$ cat config.mk
export PLATFORM = sky130hd
export DESIGN_NAME = mine_placer
export DESIGN_NICKNAME = d
export VERILOG_FILES = /design/src/rtl/minesweeper_pkg.sv /design/src/rtl/lfsr16.sv /design/src/rtl/mine_placer.sv
export SDC_FILE = /design/constraint.sdc
export NUM_CORES = 1
export LEC_CHECK = 0
export BUFFER_PORTS_ARGS = -buffer_cell sky130_fd_sc_hd__buf_2
export CORE_MARGIN = 2
export CORE_UTILIZATION = 35
export CTS_CLUSTER_SIZE = 40
export DETAILED_ROUTE_END_ITERATION = 10
export PLACE_DENSITY = 0.56
export SETUP_SLACK_MARGIN = 0.4
export SYNTH_ARGS = -nofsm -noshare
export SYNTH_HDL_FRONTEND = slang
export SYNTH_SLANG_ARGS = --single-unit
$ cat constraint.sdc
create_clock -name clk -period 2.2 [get_ports clk]
set_input_delay 0.22 -clock clk [delete_from_list [all_inputs] [get_ports clk]]
set_output_delay 0.22 -clock clk [all_outputs]
set_load 0.02 [all_outputs]
$ cat src/rtl/minesweeper_pkg.sv
// Shared types and constants for the Minesweeper board-setup logic.
// Holds the placer state encoding and the 16-bit LFSR definition.
package minesweeper_pkg;

  typedef enum logic [2:0] {
    IDLE,
    GEN,
    CHECK,
    WRITE,
    INC,
    DONE
  } state_t;

  localparam int CELL_WIDTH = 8;

  // The mine flag sits in the top bit of a cell; counts live below it.
  function automatic int mine_bit(input int bus_width);
    return bus_width - 1;
  endfunction

  localparam int MINE_BIT = mine_bit(CELL_WIDTH);

  // Taps for x^16+x^15+x^13+x^4+1 in Fibonacci form (bits 15,14,12,3).
  localparam logic [15:0] LFSR_TAPS  = 16'hD008;
  localparam logic [15:0] LFSR_RESET = 16'h0001;

  function automatic logic [15:0] lfsr_next(input logic [15:0] cur);
    return {cur[14:0], ^(cur & LFSR_TAPS)};
  endfunction

endpackage

$ cat src/rtl/lfsr16.sv
// 16-bit maximal-length Fibonacci LFSR with synchronous load and step enable.
// Load wins over step; the register never holds zero when loaded through the placer.
module lfsr16
  import minesweeper_pkg::*;
(
  input  logic        clk,
  input  logic        reset,
  input  logic        load,
  input  logic [15:0] load_value,
  input  logic        step,
  output logic [15:0] value
);

  always_ff @(posedge clk or posedge reset) begin
    if (reset) begin
      value <= LFSR_RESET;
    end else if (load) begin
      value <= load_value;
    end else if (step) begin
      value <= lfsr_next(value);
    end
  end

endmodule

$ cat src/rtl/mine_placer.sv
// Places a requested number of mines at pseudo-random, distinct board cells,
// keeping the first-click cell clear. Drives the board's read, write and increment ports.
module mine_placer
  import minesweeper_pkg::*;
#(
  parameter int WIDTH     = 8,
  parameter int HEIGHT    = 8,
  parameter int BUS_WIDTH = CELL_WIDTH,
  parameter int XW        = $clog2(WIDTH),
  parameter int YW        = $clog2(HEIGHT),
  parameter int NW        = $clog2(WIDTH * HEIGHT + 1)
) (
  input  logic                 clk,
  input  logic                 reset,
  input  logic                 start,
  input  logic [15:0]          seed,
  input  logic [NW-1:0]        num_mines,
  input  logic [XW-1:0]        avoid_x,
  input  logic [YW-1:0]        avoid_y,
  output logic [XW-1:0]        read_x,
  output logic [YW-1:0]        read_y,
  input  logic [BUS_WIDTH-1:0] read_value,
  output logic                 write_en,
  output logic [XW-1:0]        write_x,
  output logic [YW-1:0]        write_y,
  output logic [BUS_WIDTH-1:0] write_value,
  output logic                 inc_adjacent,
  output logic                 busy,
  output logic                 done,
  output logic [NW-1:0]        placed_count
);

  localparam int                   FLAG       = mine_bit(BUS_WIDTH);
  localparam logic [BUS_WIDTH-1:0] MINE_MASK  = BUS_WIDTH'(1) << FLAG;
  localparam logic [NW-1:0]        MAX_MINES  = NW'(WIDTH * HEIGHT - 1);
  localparam logic [XW:0]          WIDTH_LIM  = (XW + 1)'(WIDTH);
  localparam logic [YW:0]          HEIGHT_LIM = (YW + 1)'(HEIGHT);

  state_t          state, state_next;
  logic [15:0]     lfsr_value;
  logic [15:0]     lfsr_peek;
  logic [15:0]     lfsr_load_value;
  logic [XW-1:0]   cand_x, avoid_x_q;
  logic [YW-1:0]   cand_y, avoid_y_q;
  logic [NW-1:0]   target;
  logic [NW-1:0]   clamped_mines;
  logic            accept_start;
  logic            reject;
  logic            last_mine;
  logic            unused_lfsr_bits;

  assign accept_start    = (state == IDLE) && start;
  assign clamped_mines   = (num_mines > MAX_MINES) ? MAX_MINES : num_mines;
  assign lfsr_load_value = (seed == 16'h0000) ? LFSR_RESET : seed;
  assign lfsr_peek       = lfsr_next(lfsr_value);
  assign last_mine       = (placed_count + NW'(1)) == target;

  // Only the low XW+YW bits form a candidate; the rest just keep the sequence long.
  assign unused_lfsr_bits = ^lfsr_peek[15:XW+YW];

  assign reject = ({1'b0, cand_x} >= WIDTH_LIM)  ||
                  ({1'b0, cand_y} >= HEIGHT_LIM) ||
                  ((cand_x == avoid_x_q) && (cand_y == avoid_y_q)) ||
                  read_value[FLAG];

  assign read_x  = cand_x;
  assign read_y  = cand_y;
  assign write_x = cand_x;
  assign write_y = cand_y;

  lfsr16 u_lfsr (
    .clk       (clk),
    .reset     (reset),
    .load      (accept_start),
    .load_value(lfsr_load_value),
    .step      (state == GEN),
    .value     (lfsr_value)
  );

  // NOTE: sequential state uses non-blocking assignments so every register
  // samples pre-edge values, independent of block ordering.
  always_ff @(posedge clk or posedge reset) begin
    if (reset) begin
      state <= IDLE;
    end else begin
      state <= state_next;
    end
  end

  // NOTE: state_next gets a default before the case so no path leaves it
  // unassigned, which would otherwise infer a latch.
  always_comb begin
    state_next = state;
    case (state)
      IDLE: begin
        if (start) begin
          state_next = (clamped_mines == '0) ? DONE : GEN;
        end
      end
      GEN:     state_next = CHECK;
      CHECK:   state_next = reject ? GEN : WRITE;
      WRITE:   state_next = INC;
      INC:     state_next = last_mine ? DONE : GEN;
      DONE:    state_next = IDLE;
      default: state_next = IDLE;
    endcase
  end

  // Strobes are decoded from state alone, so WRITE and INC can never overlap
  // and an asserted reset drops them in the same cycle.
  always_comb begin
    write_en     = 1'b0;
    inc_adjacent = 1'b0;
    done         = 1'b0;
    busy         = 1'b1;
    case (state)
      IDLE:    busy         = 1'b0;
      WRITE:   write_en     = 1'b1;
      INC:     inc_adjacent = 1'b1;
      DONE:    done         = 1'b1;
      default: ;
    endcase
  end

  always_ff @(posedge clk or posedge reset) begin
    if (reset) begin
      cand_x       <= '0;
      cand_y       <= '0;
      avoid_x_q    <= '0;
      avoid_y_q    <= '0;
      target       <= '0;
      placed_count <= '0;
      write_value  <= '0;
    end else begin
      case (state)
        IDLE: begin
          if (start) begin
            target       <= clamped_mines;
            placed_count <= '0;
            avoid_x_q    <= avoid_x;
            avoid_y_q    <= avoid_y;
          end
        end
        GEN: begin
          cand_x <= lfsr_peek[XW-1:0];
          cand_y <= lfsr_peek[XW+YW-1:XW];
        end
        CHECK: begin
          // Keep whatever neighbour count the cell already accumulated.
          if (!reject) begin
            write_value <= read_value | MINE_MASK;
          end
        end
        INC:     placed_count <= placed_count + NW'(1);
        default: ;
      endcase
    end
  end

endmodule
# Word-level counts from Yosys, hierarchy flattened

Index checks and enable logic that the tools add are counted.

Bits of input ports: 40
Register bits after elaboration: 53

Bitwise logic cells: 1
Eq/ne operators: 9
Add/sub/neg operators: 1
Magnitude comparators: 1
Reductions and logical operators: 12
Muxes and demuxes: 15

Operator list:

| cell                                                          | number |
|---|---|
| two-way mux 16 bit                                            | 3 |
| zero test 16 bit                                              | 1 |
| parity 16 bit                                                 | 1 |
| case mux 3 bit (5 select lines)                               | 1 |
| two-way mux 7 bit                                             | 2 |
| case mux 7 bit (2 select lines)                               | 1 |
| two-way mux 3 bit                                             | 3 |
| adder 7 x 1 -> 7 bit, second input constant                   | 1 |
| == test 7 bit                                                 | 1 |
| greater-than comparator 7 x 6 -> 1 bit, second input constant | 1 |
| zero test 7 bit                                               | 1 |
| == test 3 x 2 -> 1 bit, second input constant                 | 2 |
| == test 3 bit                                                 | 2 |
| == test 3 bit, second input constant                          | 2 |
| AND reduction 2 bit                                           | 3 |
| two-way mux 1 bit                                             | 4 |
| nonzero test 2 bit                                            | 2 |
| == test 3 x 1 -> 1 bit, second input constant                 | 1 |
| zero test 3 bit                                               | 1 |
| logical AND 1 bit                                             | 2 |
| two-way mux 2 bit                                             | 1 |
| inequality test 2 bit, second input constant                  | 1 |
| logical OR 1 bit                                              | 1 |
| inverter 1 bit                                                | 1 |

# Logic depth before layout (Yosys ltp)

Word-level depth: 6
Depth in mapped cells: 6
Depth with buffers taken out: 5

# Modules after synthesis

A second synthesis with hierarchy kept.

Cell total of the unflattened synthesis: 267
Area, all modules: 2,753.9 µm²

Modules (own cells, without submodules):

| module      | seq. area each (µm²) | area each (µm²) | cells an instance | times used |
|---|---|---|---|---|
| mine_placer | 925.9                | 1,968.1         | 193               | 1 |
| lfsr16      | 401.6                | 785.8           | 74                | 1 |

# Least setup slack after synthesis

No wires, ideal clock.

Path kind: flip-flop to flip-flop
Start: reg placed_count[0]
End: reg state[2]
Clock period less this slack: 1,753 ps
Cell stages (with the launch flop): 7
Slack: 447 ps
Data arrival time: 1,650 ps
Data required time: 2,096 ps
Setup time: 104 ps
Cell sequence: dfrtp_1 ha_1 buf_2 and3_1 a31oi_1 o22ai_1 o41ai_2

Word-level cells in the longest chain between the ends: 4

RTL lines:

| what                            | line               | RTL |
|---|---|---|
| start: declaration              | mine_placer.sv:30  | `output logic [NW-1:0] placed_count` |
| start signal: assignment        | mine_placer.sv:154 | `INC: placed_count <= placed_count + NW'(1);` |
| adder 7 x 1 -> 7 bit            | mine_placer.sv:56  | `assign last_mine = (placed_count + NW'(1)) == target;` |
| == test 7 bit                   | mine_placer.sv:56  |  |
| two-way mux 3 bit               | mine_placer.sv:103 | `INC: state_next = last_mine ? DONE : GEN;` |
| case mux 3 bit (5 select lines) | mine_placer.sv:94  | `case (state)` |
| end signal: assignment          | mine_placer.sv:86  | `state <= state_next;` |
| end: declaration                | mine_placer.sv:39  | `state_t state, state_next;` |

Every way passes these cells.
A chain may end at the register's enable or synchronous reset.

# Final worst setup path

Start: reg state[0]
End: out inc_adjacent

Word-level cells in the longest chain between the ends: 2

RTL lines:

| what              | line               | RTL |
|---|---|---|
| == test 3 bit     | mine_placer.sv:116 | `case (state)` |
| two-way mux 1 bit | mine_placer.sv:116 |  |
| end: declaration  | mine_placer.sv:27  | `output logic inc_adjacent,` |

Every way passes these cells.

==> flow_summary.ini <==
[global_route]
grt_use_total = 0.140
antenna_found_initial = 0
grt_pass1_wl_um = 9490
grt_pass1_vias = 1926
gr-total-overflow = 0
grt_max_degree = 42

[sta]
worst_pin_slew_ps = 592
finalSetupViolations = 0
fin_ws_ps = 431
rsz0062_at_grt = true
min_period_ps = 1770
hold_violations = 0
fin_crit_sh = 0.804
fin_skew_ps = 5.42
fmax_ghz = 0.565
hold_slack_ps = 121
slew_headroom = 0.600
maxSlewViolCount = 0
tns_ps = 0

[pwr]
max-vdd-ir-drop_v = 0.000752
power.total_w = 0.00454
leakage_nw = 1.46
power.density_nw_per_um2 = 1390

[logic_synthesis]
yosysUniqueCellTypes = 45
synthFlopType = dfrtp_1
syn_area_um2 = 2670
seq_area_frac_synth = 0.497
yosys_warnings = 0
synthArstFlopShare = 1.00
syn_area_per_cell_um2 = 10.9
synth_fp_nets = 287
netlist_instances = 246
synth-seq-cells = 53
synth_edf_count = 0

[routing]
via_count = 2003
drcViolationCount = 0
wl_per_cell_um = 13.9
drtAntennaViolNets = 0
via_per_inst = 4.87
first_pass_iters = 4
first_iter_violations = 86
routed_wl_um = 5700

[finish]
diodes = 0
final_common_cell = buf_2
final_cell_mix = buf_2 (70), dfrtp_1 (49), o21ai_0 (23)
fillers = 716
nNetsFinal = 352
area_growth_pct = 22.1
drive_above_1_share = 0.369
stdcell_area_um2 = 3260

[placed_design]
preCtsSetupSlack_ps = 394
place_area_um2 = 3080
dp_hpwl_um = 4040
gp_congestion = 0.830
portBuffers = 70

[cts]
clockBufferDepth = 2
cts_sinks = 53
cts_tree = done
htree_levels = 2
clk_latency_ps = 300
cts_root_buf = clkbuf_8
clk_pin_slew_ps = 100
cts_made_buffers = 5

[floorplan]
fp.dieH_um = 91.4
initial_core_util = 0.364
dieWidth_um = 91.4
rows = 31
ios = 71
coreArea_um2 = 7330
dieArea_um2 = 8350

[job]
maxCapViolCount = 0

[hold_path]
hp-class = in2reg

[run_status]
status = finished, final reports clean

[critical_path]
cp_max_fo = 9
worstSetupEndpointType = primary output
arrival_ps = 1550
critPathKind = reg2out
cp_data_required_time_ps = 1980
crit_path_start_kind = flip-flop
-- worst paths after layout --
kind	start	end	slack, ps	depth (start not counted)
setup / recovery	state[0]$_DFFE_PP0P_	inc_adjacent	430	3
setup reg to reg	placed_count[0]$_DFFE_PP0P_	state[2]$_DFFE_PP0P_	440	5
max in group asynchronous	reset	u_lfsr.value[0]$_DFFE_PP1P_	1110	4
min in group asynchronous	reset	target[5]$_DFFE_PP0P_	440	3
hold / removal	seed[0]	u_lfsr.value[0]$_DFFE_PP1P_	120	3
hold reg to reg	write_value[7]$_DFFE_PP0N_	write_value[7]$_DFFE_PP0N_	470	1
-- synth_stat cells, types with 2 or more instances --
master	n	area share
nand3_1	3	0.0056
nand4_1	3	0.0070
xor2_1	6	0.020
nand2b_1	2	0.0047
buf_2	8	0.015
a221o_1	2	0.0075
o2bb2ai_1	4	0.013
and3_1	2	0.0047
xnor2_1	10	0.033
and3b_1	2	0.0066
mux2_2	18	0.076
inv_1	5	0.0070
buf_4	9	0.025
dfrtp_1	52	0.49
a31oi_1	2	0.0047
nor2_1	19	0.027
a21oi_1	9	0.017
nor4_1	5	0.012
nor3b_1	3	0.0084
nor4b_1	2	0.0066
nand2_1	16	0.022
and2_1	2	0.0047
o31ai_1	3	0.0084
mux2i_1	14	0.052
o21ai_0	23	0.043
nor2b_1	3	0.0070
-- kinds of logic (layout without fill, tap and decap cells) --
group,Yosys count,count (layout),synth area share
AO/OA/AOI/OAI,51,51,0.128
XOR/XNOR,16,16,0.0525
adder cells (fa/ha/maj),1,1,0.00468
buffers and inverters,25,91,0.0548
flip-flops,53,53,0.497
multiplexers,32,32,0.128
AND/OR/NAND/NOR,68,68,0.134
-- flip-flops by register name, summed over array words and instances (netlist names) --
| register | cells |
|---|---|
| target | 7 |
| placed_count | 7 |
| u_lfsr.value | 16 |
| avoid_y_q | 3 |
| read_x | 3 |
| avoid_x_q | 3 |
| read_y | 3 |
| state | 3 |
| write_value | 8 |
-- timing repair --
action / in CTS / in global routing
endpoints found under the setup margin: 2 / 21
pin swaps: 1 / 0
endpoints found under the hold margin: 17 / 0
resized for setup: 3 / 3
buffers inserted: 2 / 0
hold buffers: 1 / 0
-- power breakdown --
group	switching, W	leakage, nW	internal (W)	total [W]
Clock	0.000326	0.0681	0.000452	0.000778
Combinational	0.00107	0.761	0.000929	0.00200
Sequential	0.000349	0.635	0.00141	0.00176
-- routing by layer --
layer	routed length [um]	GRT usage
met1	2800	0.206
met2	2530	0.209
met3	332	0.0307
met4	40	0.0316
met5	0	0
-- stage by stage --
step / instances / util
detailed placement: 400 / 0.420
floorplan: 246 / -
CTS: 411 / 0.442
global placement: 400 / 0.420
finish: 411 / 0.445
global route: 411 / 0.445
-- worst max-delay path, cell delays in order, from the launching register on --
cell and delay [ps]:
dfrtp_1 490, or3b_4 420, inv_1 140, buf_2 190
-- final cells by class --
| type | count | area [um2] | area share |
|---|---|---|---|
| Clock buffer | 5 | 68.8 | 0.0211 |
| Clock inverter | 3 | 65.1 | 0.0200 |
| Inverter | 5 | 18.8 | 0.00576 |
| Multi-Input combinational cell | 168 | 1230 | 0.376 |
| Sequential cell | 53 | 1330 | 0.408 |
| Tap cell | 99 | 124 | 0.0380 |
| Timing Repair Buffer | 78 | 425 | 0.130 |
Note: power is estimated with default switching activity, not from simulation.
